**src/rtl/out_port_uart_tx.sv**
```systemverilog
// out_port_uart_tx
// Sink for the CPU output port. Each word strobed in by the CPU is queued in a
// small FIFO and sent MSB byte first as UART frames on tx_o. Also latches the
// CPU halt and reports when every captured word has been sent.
// Optional feature: define OUT_PORT_PARITY_EN to add an even parity bit to
// every byte (8E1 frames). Without it, frames are 8N1. The port list is the
// same in both builds.
module out_port_uart_tx #(
    parameter int DATA_WIDTH      = 16,
    parameter int FIFO_DEPTH_LOG2 = 2,
    parameter int CLKS_PER_BIT    = 16
) (
    input  logic                  clk_i,
    input  logic                  reset_ni,
    input  logic                  out_ld_i,
    input  logic [DATA_WIDTH-1:0] out_i,
    input  logic                  halt_i,
    output logic                  tx_o,
    output logic                  busy_o,
    output logic                  full_o,
    output logic                  overflow_o,
    output logic                  drained_o
);

    localparam int BYTES = DATA_WIDTH / 8;
    localparam int DEPTH = 1 << FIFO_DEPTH_LOG2;
    localparam int PTR_W = FIFO_DEPTH_LOG2;
    localparam int CNT_W = FIFO_DEPTH_LOG2 + 1;
    localparam int IDX_W = (BYTES > 1) ? $clog2(BYTES) : 1;
    localparam int TMR_W = $clog2(CLKS_PER_BIT);

    localparam logic [CNT_W-1:0] DEPTH_CNT = CNT_W'(DEPTH);
    localparam logic [TMR_W-1:0] TMR_LAST  = TMR_W'(CLKS_PER_BIT - 1);
    localparam logic [IDX_W-1:0] IDX_FIRST = IDX_W'(BYTES - 1);

    typedef enum logic [2:0] {
        IDLE,
        START,
        DATA,
`ifdef OUT_PORT_PARITY_EN
        PARITY,
`endif
        STOP
    } state_t;

    logic [DATA_WIDTH-1:0] fifo_mem [DEPTH];
    logic [PTR_W-1:0]      wr_ptr;
    logic [PTR_W-1:0]      rd_ptr;
    logic [CNT_W-1:0]      count;
    logic [CNT_W-1:0]      count_next;
    logic                  fifo_empty;
    logic                  push;
    logic                  pop;

    state_t                state;
    logic [DATA_WIDTH-1:0] shift_reg;
    logic [IDX_W-1:0]      byte_idx;
    logic [2:0]            bit_cnt;
    logic [TMR_W-1:0]      bit_timer;
    logic                  bit_done;
    logic [7:0]            cur_byte;
    logic                  line_bit;
    logic                  halt_latch;

    // A pop happens whenever the serialiser is idle and a word is waiting.
    // A push while full is only accepted if the same cycle frees a slot.
    assign fifo_empty = (count == '0);
    assign pop        = (state == IDLE) && !fifo_empty;
    assign push       = out_ld_i && ((count != DEPTH_CNT) || pop);
    assign cur_byte   = shift_reg[DATA_WIDTH-1 -: 8];
    assign bit_done   = (bit_timer == TMR_LAST);

    // Next FIFO occupancy from this cycle's push/pop pair
    always_comb begin
        count_next = count;
        case ({push, pop})
            2'b10:   count_next = count + CNT_W'(1);
            2'b01:   count_next = count - CNT_W'(1);
            default: count_next = count;
        endcase
    end

    // FIFO storage: the accepted word lands at the write pointer
    always_ff @(posedge clk_i) begin
        if (push) begin
            fifo_mem[wr_ptr] <= out_i;
        end
    end

    // FIFO pointers, occupancy, full flag and sticky overflow flag
    always_ff @(posedge clk_i or negedge reset_ni) begin
        if (!reset_ni) begin
            wr_ptr     <= '0;
            rd_ptr     <= '0;
            count      <= '0;
            full_o     <= 1'b0;
            overflow_o <= 1'b0;
        end else begin
            if (push) begin
                wr_ptr <= wr_ptr + PTR_W'(1);
            end
            if (pop) begin
                rd_ptr <= rd_ptr + PTR_W'(1);
            end
            count  <= count_next;
            full_o <= (count_next == DEPTH_CNT);
            if (out_ld_i && !push) begin
                overflow_o <= 1'b1;
            end
        end
    end

    // Sticky record that the CPU has halted at least once since reset
    always_ff @(posedge clk_i or negedge reset_ni) begin
        if (!reset_ni) begin
            halt_latch <= 1'b0;
        end else if (halt_i) begin
            halt_latch <= 1'b1;
        end
    end

    // Serial line level implied by the current state and bit position
    always_comb begin
        line_bit = 1'b1;
        case (state)
            START:   line_bit = 1'b0;
            DATA:    line_bit = cur_byte[bit_cnt];
`ifdef OUT_PORT_PARITY_EN
            PARITY:  line_bit = ^cur_byte;
`endif
            default: line_bit = 1'b1;
        endcase
    end

    // Frame sequencer with registered line, busy and drained outputs
    always_ff @(posedge clk_i or negedge reset_ni) begin
        if (!reset_ni) begin
            state     <= IDLE;
            shift_reg <= '0;
            byte_idx  <= '0;
            bit_cnt   <= '0;
            bit_timer <= '0;
            tx_o      <= 1'b1;
            busy_o    <= 1'b0;
            drained_o <= 1'b0;
        end else begin
            tx_o      <= line_bit;
            busy_o    <= (state != IDLE);
            drained_o <= halt_latch && fifo_empty && (state == IDLE);
            case (state)
                IDLE: begin
                    bit_timer <= '0;
                    bit_cnt   <= '0;
                    if (!fifo_empty) begin
                        shift_reg <= fifo_mem[rd_ptr];
                        byte_idx  <= IDX_FIRST;
                        state     <= START;
                    end
                end
                START: begin
                    if (bit_done) begin
                        bit_timer <= '0;
                        bit_cnt   <= '0;
                        state     <= DATA;
                    end else begin
                        bit_timer <= bit_timer + TMR_W'(1);
                    end
                end
                DATA: begin
                    if (bit_done) begin
                        bit_timer <= '0;
                        if (bit_cnt == 3'd7) begin
                            bit_cnt <= '0;
`ifdef OUT_PORT_PARITY_EN
                            state   <= PARITY;
`else
                            state   <= STOP;
`endif
                        end else begin
                            bit_cnt <= bit_cnt + 3'd1;
                        end
                    end else begin
                        bit_timer <= bit_timer + TMR_W'(1);
                    end
                end
`ifdef OUT_PORT_PARITY_EN
                PARITY: begin
                    if (bit_done) begin
                        bit_timer <= '0;
                        state     <= STOP;
                    end else begin
                        bit_timer <= bit_timer + TMR_W'(1);
                    end
                end
`endif
                STOP: begin
                    if (bit_done) begin
                        bit_timer <= '0;
                        if (byte_idx != '0) begin
                            byte_idx  <= byte_idx - IDX_W'(1);
                            shift_reg <= shift_reg << 8;
                            state     <= START;
                        end else begin
                            state <= IDLE;
                        end
                    end else begin
                        bit_timer <= bit_timer + TMR_W'(1);
                    end
                end
                default: state <= IDLE;
            endcase
        end
    end

endmodule

```
**config.mk**
```make
export PLATFORM = sky130hd
export DESIGN_NAME = out_port_uart_tx
export DESIGN_NICKNAME = d
export VERILOG_FILES = /design/src/rtl/out_port_uart_tx.sv
export SDC_FILE = /design/constraint.sdc
export NUM_CORES = 1
export LEC_CHECK = 0
export ABC_AREA = 1
export CORE_MARGIN = 5
export CORE_UTILIZATION = 45
export CTS_CLUSTER_SIZE = 14
export DETAILED_ROUTE_END_ITERATION = 8
export SLEW_MARGIN = 30
export SYNTH_ARGS = -nofsm -noshare
export SYNTH_HDL_FRONTEND = slang
export SYNTH_SLANG_ARGS = --single-unit
```
**constraint.sdc**
```tcl
create_clock -name clk_i -period 3.75 [get_ports clk_i]
set_input_delay 0.5625 -clock clk_i [delete_from_list [all_inputs] [get_ports clk_i]]
set_output_delay 0.5625 -clock clk_i [all_outputs]
set_load 0.005 [all_outputs]
```
==> results.ini, run 1 <==
[synth]
synth_seq_cells = 103
yosys_warnings = 0
synth_cell_type_count = 33
synth_top_cell_by_area = edfxtp_1
synthCells = 436
yosysSeqAreaShare_pct = 63.5
synth_area_mm2 = 0.00457
synth.area.top_cells = edfxtp_1 42%, dfrtp_1 21%, nand2_1 12%
avgSynthCellArea_um2 = 10.5
synth_top_area_share_pct = 42.1
synth.net_count = 470

[floorplanning]
ioPinCount = 25
die_w_um = 111
die_y_um = 111
die_area_mm2 = 0.0123
num_rows = 36
initial_utilization_pct = 46.5
core_area_mm2 = 0.00982

[cts]
cts_setup_buffers = 0
cts_buffers = 9
htree_levels = 3
cts_root_buf = clkbuf_8
clock-sinks = 103
cts.clk_slew.worst_paths_ns = 0.11
cts_resized = 0
clock_path_buffers = 2
clk_latency_ns = 0.37
cts_tree = built
postCtsHoldBufs = 0

[finish]
finalInstanceArea_mm2 = 0.00510
diodes = 0
final_common_cell = nand2_1
multi_input_area_mm2 = 0.00144
largest_register_ffs = 64
synthToLayoutAreaGrowth_pct = 11.6
regArea_mm2 = 0.00290
fillers = 919
nets = 497
final_cell_mix = 143 x nand2_1, 64 x edfxtp_1, 42 x nand3_1, 38 x dfrtp_1, 28 x inv_1
layout-drive-gt1-share_pct = 12.6

[sta]
slew_headroom_pct = 60.4
fmax_mhz = 375
hold_viol_final = 0
fin_skew_ns = 0.0158
tightest_slew_ns = 0.593
rsz0062_at_grt = false
fin_crit_sh_pct = 71.1
slew_violations = 0
final.setup.worst_slack_ns = 1.09
fin_tns_setup_ns = 0
min_period_ns = 2.66
setup_viol = 0

[drt]
drt_iter0_markers = 93
dr.pass1.iters = 4
vias = 2905
routed_wl_um = 8370
drcViolationCount = 0
avgViaCountPerCell = 4.83
ant_nets = 0
drt-wirelength-per-cell_um = 13.9

[placement]
pre_cts_slack_ns = 1.05
portBuffers = 24
place_congestion = 0.775
dpl_cell_area_mm2 = 0.00491
dp_hpwl_um = 5280

[worst_hold_path]
min_path_type = in2async

[power]
p_leak_nw = 2.22
irDropWorstVdd_mv = 0.209
power_density_mw_per_mm2 = 480

[flow_run]
maxCapViolCount = 0

[global_routing]
antenna_found_initial = 0
grt_max_degree = 40
grt_pass1_wl_um = 14300
overflow = 0
grt_pass1_vias = 2897
grt_use_total_pct = 14.6

[critical_path]
start_kind = flop
endpoint_kind = flop
cp.arrival_ns = 2.98
crit_type = reg2reg
crit_required_ns = 4.06
crit_fanout = 8

[run_status]
run_status = finished, final reports clean

-- power breakdown --
group / switching (mW) / internal [mW]
logic: 0.221 / 0.131
registers: 0.0552 / 1.40
clock network: 0.392 / 0.251
total: 0.668 / 1.78
-- per-stage QoR --
| step | std cells | utilization (%) | total power [mW] | hold WS, ns |
|---|---|---|---|---|
| floorplan | 436 | - | 1.68 | 0.267 |
| global placement | 585 | 50.1 | 1.82 | 0.463 |
| detailed placement | 585 | 50.1 | 1.84 | 0.467 |
| CTS | 601 | 51.9 | 2.48 | 0.330 |
| global route | 601 | 51.9 | 2.59 | 0.183 |
| finish | 601 | 51.9 | 2.45 | 0.161 |
-- cell type report --
cell class / count / share of cell area, %
flip-flops and latches: 103 / 56.9
clock buffers: 10 / 2.50
multi-input cells: 287 / 28.2
clock inverters: 6 / 1.01
repair buffers: 30 / 5.55
well taps: 133 / 3.27
inverters: 32 / 2.55
-- kinds of logic after synthesis --
group	share of synthesized area, %
compound gates	2.63
xor+xnor	1.15
fa+ha+maj	4.00
buf+inv	4.99
flops	63.5
simple gates	23.7
-- cells in the mapped netlist --
library cell,n
nand2_8,1
dfrtp_1,38
inv_1,28
o21ai_2,1
dfstp_2,1
nand2_2,22
buf_6,1
edfxtp_1,64
xor2_1,4
buf_12,1
nand2_1,143
inv_8,1
clkbuf_1,1
o21ai_0,8
inv_4,1
buf_2,8
fa_1,1
nand3_2,1
buf_4,3
a21oi_1,11
nor2_2,1
and2_1,1
ha_1,13
a22o_1,1
nand3b_1,1
nand3_1,42
o21bai_1,1
or2_2,5
nor2_1,25
inv_2,2
nand2_4,1
xnor2_1,2
nand4_1,2
-- worst max-delay path: stages, from the launching register on --
cell,delay [ns]
dfrtp_1,0.42
inv_1,0.12
ha_1,0.28
inv_1,0.10
nand3_1,0.13
nand2_1,0.19
ha_1,0.30
fa_1,0.42
or2_2,0.30
o21ai_0,0.07
inv_1,0.07
nor2_1,0.08
and2_1,0.12
-- path summary, 6_finish.rpt --
kind,slack (ns),depth (start not counted),endpoint,from
max,1.09,12,full_o$_DFF_PN0_,state[1]$_DFFE_PN0P_
min,0.16,1,bit_timer[0]$_DFFE_PN0P_,reset_ni
max reg2reg,1.09,12,full_o$_DFF_PN0_,state[1]$_DFFE_PN0P_
min reg2reg,0.48,1,overflow_o$_DFFE_PN0P_,overflow_o$_DFFE_PN0P_
max in group asynchronous,3.22,1,tx_o$_DFF_PN1_,reset_ni
min in group clk_i,0.48,1,overflow_o$_DFFE_PN0P_,overflow_o$_DFFE_PN0P_
-- metal layers --
layer  GRT usage, %  routed length [µm]  vias up  part of all wire, %
met5              0                   0        -                    0
met4           3.94                  87        0                  1.0
met3           4.09                 390        6                  4.7
met2           24.2                3970       55                   47
met1           19.0                3920     1369                   47
li1               -                   -     1475                    -
No activity file was read; power rests on OpenSTA's default activity.
==> run 2, diff against run 1 <==
==> constraint.sdc (replaced) <==
create_clock -name clk_i -period 2.6 [get_ports clk_i]
set_input_delay 0.39 -clock clk_i [delete_from_list [all_inputs] [get_ports clk_i]]
set_output_delay 0.39 -clock clk_i [all_outputs]
set_load 0.005 [all_outputs]
==> run 2 against run 1 <==
  * Global-route usage shrank 0.51 points
  * Core utilization grew 0.50 points
  * Non-clock buffer count grew 3
  * Total power grew 45%
  * Cell count grew 0.50%
  * Count of clock-buffer cells in the layout shrank 1
  * Largest cell class unchanged
  * Hold slack lost 0.17 ns
  * Register-to-register slack lost 0.87 ns
  * The run now ends with negative hold slack left
  * Clock power grew 49%
  * Combinational power grew 42%
  * Clock skew shrank 0.0081 ns
  * Maximum frequency grew 12%
==> results.ini, run 2 (synthesized netlist as in run 1, its figures left out) <==
[finish]
multi_input_area_mm2 = 0.00145  ; +0.87%
nets = 500  ; +0.60%
largest_register_ffs = 64  ; unchanged
fillers = 908  ; -1.2%
diodes = 0  ; unchanged
regArea_mm2 = 0.00290  ; unchanged
finalInstanceArea_mm2 = 0.00514  ; +0.96%
final_common_cell = nand2_1
layout-drive-gt1-share_pct = 13.6  ; +0.98 points
final_cell_mix = 143 x nand2_1, 64 x edfxtp_1, 42 x nand3_1, 38 x dfrtp_1, 28 x inv_1
synthToLayoutAreaGrowth_pct = 12.7
utilization_pct = 52.4  ; +0.50 points

[critical_path]
crit_fanout = 4  ; -4
endpoint_kind = flop
r2r_cells = 12  ; unchanged
rr_endpoint = full_o$_DFF_PN0_
crit_required_ns = 2.91  ; -1.15 ns
cp.arrival_ns = 2.70  ; -0.28 ns
r2r-start = state[1]$_DFFE_PN0P_
start_kind = flop
startpoint = state[1]$_DFFE_PN0P_
r2r_slack_ns = 0.21  ; -0.87 ns
cp-endpoint = full_o$_DFF_PN0_
crit_type = reg2reg

[cts]
cts_resized = 0  ; unchanged
clk_latency_ns = 0.37  ; about the same
postCtsHoldBufs = 0  ; unchanged
cts_root_buf = clkbuf_8
cts_buffers = 9  ; unchanged
cts.clk_slew.worst_paths_ns = 0.10  ; about the same
cts_setup_buffers = 0  ; unchanged
clock_path_buffers = 2  ; unchanged
clock-sinks = 103  ; unchanged
cts_tree = built
htree_levels = 3  ; unchanged

[drt]
routed_wl_um = 8440  ; +0.91%
dr.pass1.iters = 4  ; unchanged
drt-wirelength-per-cell_um = 14.0  ; +0.41%
vias = 2896  ; -0.31%
drcViolationCount = 0  ; unchanged
ant_nets = 0  ; unchanged
drt_iter0_markers = 95  ; +2.2%
avgViaCountPerCell = 4.79  ; -0.80%

[sta]
slew_violations = 0  ; unchanged
fin_hold_ws_ns = -0.00910  ; -0.170 ns
rsz0062_at_grt = false
fmax_mhz = 419  ; +12%
fin_crit_sh_pct = 91.8  ; +21 points
fin_tns_setup_ns = 0  ; unchanged
fin_skew_ns = 0.00770  ; -0.00813 ns
setup_viol = 0  ; unchanged
slew_headroom_pct = 61.3  ; +0.92 points
min_period_ns = 2.39  ; -0.277 ns
tightest_slew_ns = 0.580  ; -0.0137 ns
hold_viol_final = 38  ; +38

[floorplanning]
initial_utilization_pct = 46.5  ; unchanged
num_rows = 36  ; unchanged
core_area_mm2 = 0.00982  ; unchanged
die_y_um = 111  ; unchanged
ioPinCount = 25  ; unchanged
die_w_um = 111  ; unchanged
die_area_mm2 = 0.0123  ; unchanged

[worst_hold_path]
min_path_type = in2async

[flow_run]
maxCapViolCount = 0  ; unchanged

[placement]
dp_hpwl_um = 5310  ; +0.59%
place_congestion = 0.778  ; +0.43%
portBuffers = 24  ; unchanged
dpl_cell_area_mm2 = 0.00494  ; +0.46%

[global_routing]
grt_pass1_wl_um = 13900  ; -2.8%
antenna_found_initial = 0  ; unchanged
grt_pass1_vias = 2883  ; -0.48%
grt_use_total_pct = 14.1  ; -0.51 points
grt_max_degree = 40  ; unchanged
overflow = 0  ; unchanged

[power]
finalPower_mw = 3.55  ; +45%
irDropWorstVdd_mv = 0.344  ; +65%
p_leak_nw = 2.24  ; +1.1%
power_density_mw_per_mm2 = 690  ; +44%

[run_status]
run_status = finished with violations
violations = negative hold slack

## run 2: cell count changes in the layout (fill, tap and decap cells not counted)
cell      change
clkinv_2      +1
inv_6         -3
clkbuf_1      -1
clkinv_8      +1
inv_8         +2
ha_1          -1
ha_4          +1
buf_4         +3
## run 2: through the flow
step                worst slack (ns)  cells  hold WS (ns)
global placement               0.260    588         0.461
floorplan                      0.212    436        0.0944
CTS                            0.104    604         0.164
detailed placement             0.156    588         0.461
global route                  0.0321    604        0.0125
finish                         0.212    604      -0.00910
## run 2: power by group
group / leakage, nW / switching [mW] / internal [mW]
combinational: 1.10 / 0.307 / 0.192
sequential: 1.04 / 0.0814 / 2.01
clock: 0.0960 / 0.588 / 0.371
total: 2.24 / 0.977 / 2.58
## run 2: critical path: stages, from the launching register on
cell	delay, ns
dfrtp_1	0.44
inv_1	0.16
ha_4	0.18
inv_1	0.07
nand3_1	0.11
nand2_1	0.09
ha_1	0.24
fa_1	0.42
or2_2	0.29
o21ai_0	0.07
inv_1	0.07
nor2_1	0.07
and2_1	0.12
## run 2: worst min-delay path by stage
stage                            from                   endpoint  slack [ns]  cells after the start
2_1_floorplan                reset_ni     bit_cnt[0]$_DFFE_PN0P_        0.09                      0
3_3_place_gp   halt_latch$_DFFE_PN0P_     halt_latch$_DFFE_PN0P_        0.46                      1
3_5_place_dp   halt_latch$_DFFE_PN0P_     halt_latch$_DFFE_PN0P_        0.46                      1
4_1_cts                      reset_ni       state[1]$_DFFE_PN0P_        0.16                      1
5_1_grt                      reset_ni       state[1]$_DFFE_PN0P_        0.01                      1
6_report                     reset_ni  shift_reg[15]$_DFFE_PN0P_      -0.009                      1
## run 2: routing by layer
metal	up-vias	global-route usage, %	routed length, µm
met4	0	4.52	148
met3	13	3.44	201
met5	-	0	0
li1	1474	-	-
met2	27	24.8	4200
met1	1382	17.1	3900
## run 2: cell type report
cell class	instances	area share (%)
multi-input combinational	287	28.2
clock inverter	7	1.34
clock buffer	9	2.41
tap	133	3.23
sequential	103	56.3
timing repair buffer	33	5.93
inverter	32	2.53
==> run 3, diff against run 2 <==
--- a/config.mk
+++ b/config.mk
@@ -10,6 +10,7 @@
 export CORE_UTILIZATION = 45
 export CTS_CLUSTER_SIZE = 14
 export DETAILED_ROUTE_END_ITERATION = 8
+export SETUP_SLACK_MARGIN = 0.2
 export SLEW_MARGIN = 30
 export SYNTH_ARGS = -nofsm -noshare
 export SYNTH_HDL_FRONTEND = slang
==> run 3 against run 2 <==
  * The flow still finishes with violations (negative hold slack)
  * Global-route usage is essentially flat
  * Core utilization grew 0.36 points
  * Maximum frequency rose by 6.5%
  * Sequential power barely moved
  * Non-clock buffer count is 2 higher
  * Die area is the same
  * Design area rose by 0.68%
  * Critical path depth stayed put
  * Sequential cell count unchanged
  * Critical path type unchanged
==> results.ini, run 3 (synthesized netlist as in run 1, its figures left out) <==
[run_status]
run_status = finished with violations
violations = negative hold slack

[placement]
place_congestion = 0.778  ; unchanged
post-place-cells = 588  ; unchanged
portBuffers = 24  ; unchanged
dp_hpwl_um = 5310  ; unchanged
pre_cts_slack_ns = 0.156  ; unchanged
dpl_cell_area_mm2 = 0.00494  ; unchanged

[cts]
clock-sinks = 103  ; unchanged
cts_tree = built
cts.clk_slew.worst_paths_ns = 0.11  ; about the same
clk_latency_ns = 0.37  ; about the same
cts_root_buf = clkbuf_8
htree_levels = 3  ; unchanged
postCtsHoldBufs = 0  ; unchanged
clock_path_buffers = 2  ; unchanged
cts_buffers = 9  ; unchanged

[sta]
setup_viol = 0  ; unchanged
rsz0062_at_grt = false
slew_violations = 0  ; unchanged
final.setup.worst_slack_ns = 0.358  ; +0.146 ns
fin_skew_ns = 0.00966  ; +0.00196 ns
min_period_ns = 2.24  ; -0.146 ns
fin_tns_setup_ns = 0  ; unchanged
tightest_slew_ns = 0.576  ; -0.00364 ns
fin_crit_sh_pct = 86.2  ; -5.6 points
hold_viol_final = 38  ; unchanged
fmax_mhz = 446  ; +6.5%
fin_hold_ws_ns = -0.0126  ; -0.00349 ns
slew_headroom_pct = 61.6  ; +0.30 points

[power]
swShare_pct = 27.7  ; +0.21 points
irDropWorstVdd_mv = 0.344  ; about the same
finalPower_mw = 3.57  ; +0.48%
seqPwrFrac_pct = 58.8  ; -0.2 points
p_leak_nw = 2.24  ; +0.17%
p_sw_mw = 0.989  ; +1.3%
intPower_mw = 2.58  ; +0.18%
comb_power_share_pct = 14.3  ; +0.3 points
clock_power_share_pct = 26.9  ; about the same
power_density_mw_per_mm2 = 689  ; -0.20%

[critical_path]
crit_required_ns = 2.92  ; about the same
crit_type = reg2reg
cp.arrival_ns = 2.56  ; -0.14 ns
endpoint_kind = flop
crit_fanout = 4  ; unchanged
start_kind = flop
r2r_slack_ns = 0.36  ; +0.15 ns

[floorplanning]
die_w_um = 111  ; unchanged
ioPinCount = 25  ; unchanged
initial_utilization_pct = 46.5  ; unchanged
core_area_mm2 = 0.00982  ; unchanged
num_rows = 36  ; unchanged
die_area_mm2 = 0.0123  ; unchanged
die_y_um = 111  ; unchanged

[finish]
regArea_mm2 = 0.00290  ; unchanged
stdcell_count = 606  ; +0.33%
finalInstanceArea_mm2 = 0.00518  ; +0.68%
multi_input_area_mm2 = 0.00147  ; +1.4%
diodes = 0  ; unchanged
utilization_pct = 52.8  ; +0.36 points
layout-drive-gt1-share_pct = 15.2  ; +1.6 points
synthToLayoutAreaGrowth_pct = 13.5
largest_register_ffs = 64  ; unchanged
fillers = 909  ; +0.11%
final_common_cell = nand2_1
final_cell_mix = 142 x nand2_1, 64 x edfxtp_1, 41 x nand3_1, 38 x dfrtp_1
nets = 502  ; +0.40%

[drt]
wl_met2_um = 4280  ; +2.0%
routed.top_layer = met4
wl_met1_um = 3820  ; -1.9%
drcViolationCount = 0  ; unchanged
wl_met3_um = 261  ; +30%
drt-wirelength-per-cell_um = 14.0  ; +0.50%
ant_nets = 0  ; unchanged
avgViaCountPerCell = 4.83  ; +0.67%
routed_wl_um = 8510  ; +0.83%
vias = 2925  ; +1.0%
dr.pass1.iters = 6  ; +2
drt_iter0_markers = 100  ; +5.3%

[global_routing]
grt_pass1_vias = 2890  ; +0.24%
grt_max_degree = 40  ; unchanged
overflow = 0  ; unchanged
grt_pass1_wl_um = 14000  ; about the same
grt_use_total_pct = 14.1  ; about the same
antenna_found_initial = 0  ; unchanged

[flow_run]
maxCapViolCount = 0  ; unchanged

[worst_hold_path]
min_path_type = in2async

[run 3: cell count changes in the layout (fill, tap and decap cells not counted), sizes merged]
cell	before	now
buf	10	12
[run 3: worst max-delay path, cell delays in order (launching register included)]
cell and delay [ns]:
dfrtp_1 0.43, inv_2 0.08, ha_4 0.18, inv_1 0.11
nand3_2 0.11, nand2_2 0.11, ha_4 0.15, fa_1 0.39
or2_2 0.29, o21ai_0 0.07, inv_1 0.07, nor2_1 0.07
and2_1 0.12
[run 3: what timing repair did]
item                                    in CTS  in global routing
endpoints found under the setup margin       1                  2
setup buffers                                0                  2
pin swaps                                    0                  0
cloned                                       0                  0
resized for setup                            3                  6
[run 3: path summary, 6_finish.rpt]
kind,from,end,cells past startpoint
hold / removal,reset_ni,shift_reg[15]$_DFFE_PN0P_,1
setup reg to reg,state[0]$_DFFE_PN0P_,full_o$_DFF_PN0_,12
setup / recovery,state[0]$_DFFE_PN0P_,full_o$_DFF_PN0_,12
min in group clk_i,halt_latch$_DFFE_PN0P_,halt_latch$_DFFE_PN0P_,1
hold reg to reg,halt_latch$_DFFE_PN0P_,halt_latch$_DFFE_PN0P_,1
max in group asynchronous,reset_ni,tx_o$_DFF_PN1_,1
[run 3: per-layer routing]
layer | global-route usage, % | up-vias
met5 | 0 | -
met1 | 17.1 | 1384
li1 | - | 1479
met2 | 24.8 | 49
met3 | 3.44 | 13
met4 | 4.52 | 0
[run 3: cell type report]
type / count / area share (%)
clock buffers: 9 / 2.39
clock inverters: 7 / 1.33
inverters: 32 / 2.51
multi-input cells: 287 / 28.4
flip-flops and latches: 103 / 56.0
well taps: 133 / 3.21
repair buffers: 35 / 6.18
[run 3: power groups by stage]
stage          clock (mW)  combinational [mW]  sequential, mW
2_1_floorplan           0               0.297            2.12
3_3_place_gp            0               0.502            2.12
3_5_place_dp            0               0.516            2.13
4_1_cts             0.994               0.516            2.10
5_1_grt              1.07               0.576            2.12
6_report            0.960               0.511            2.10
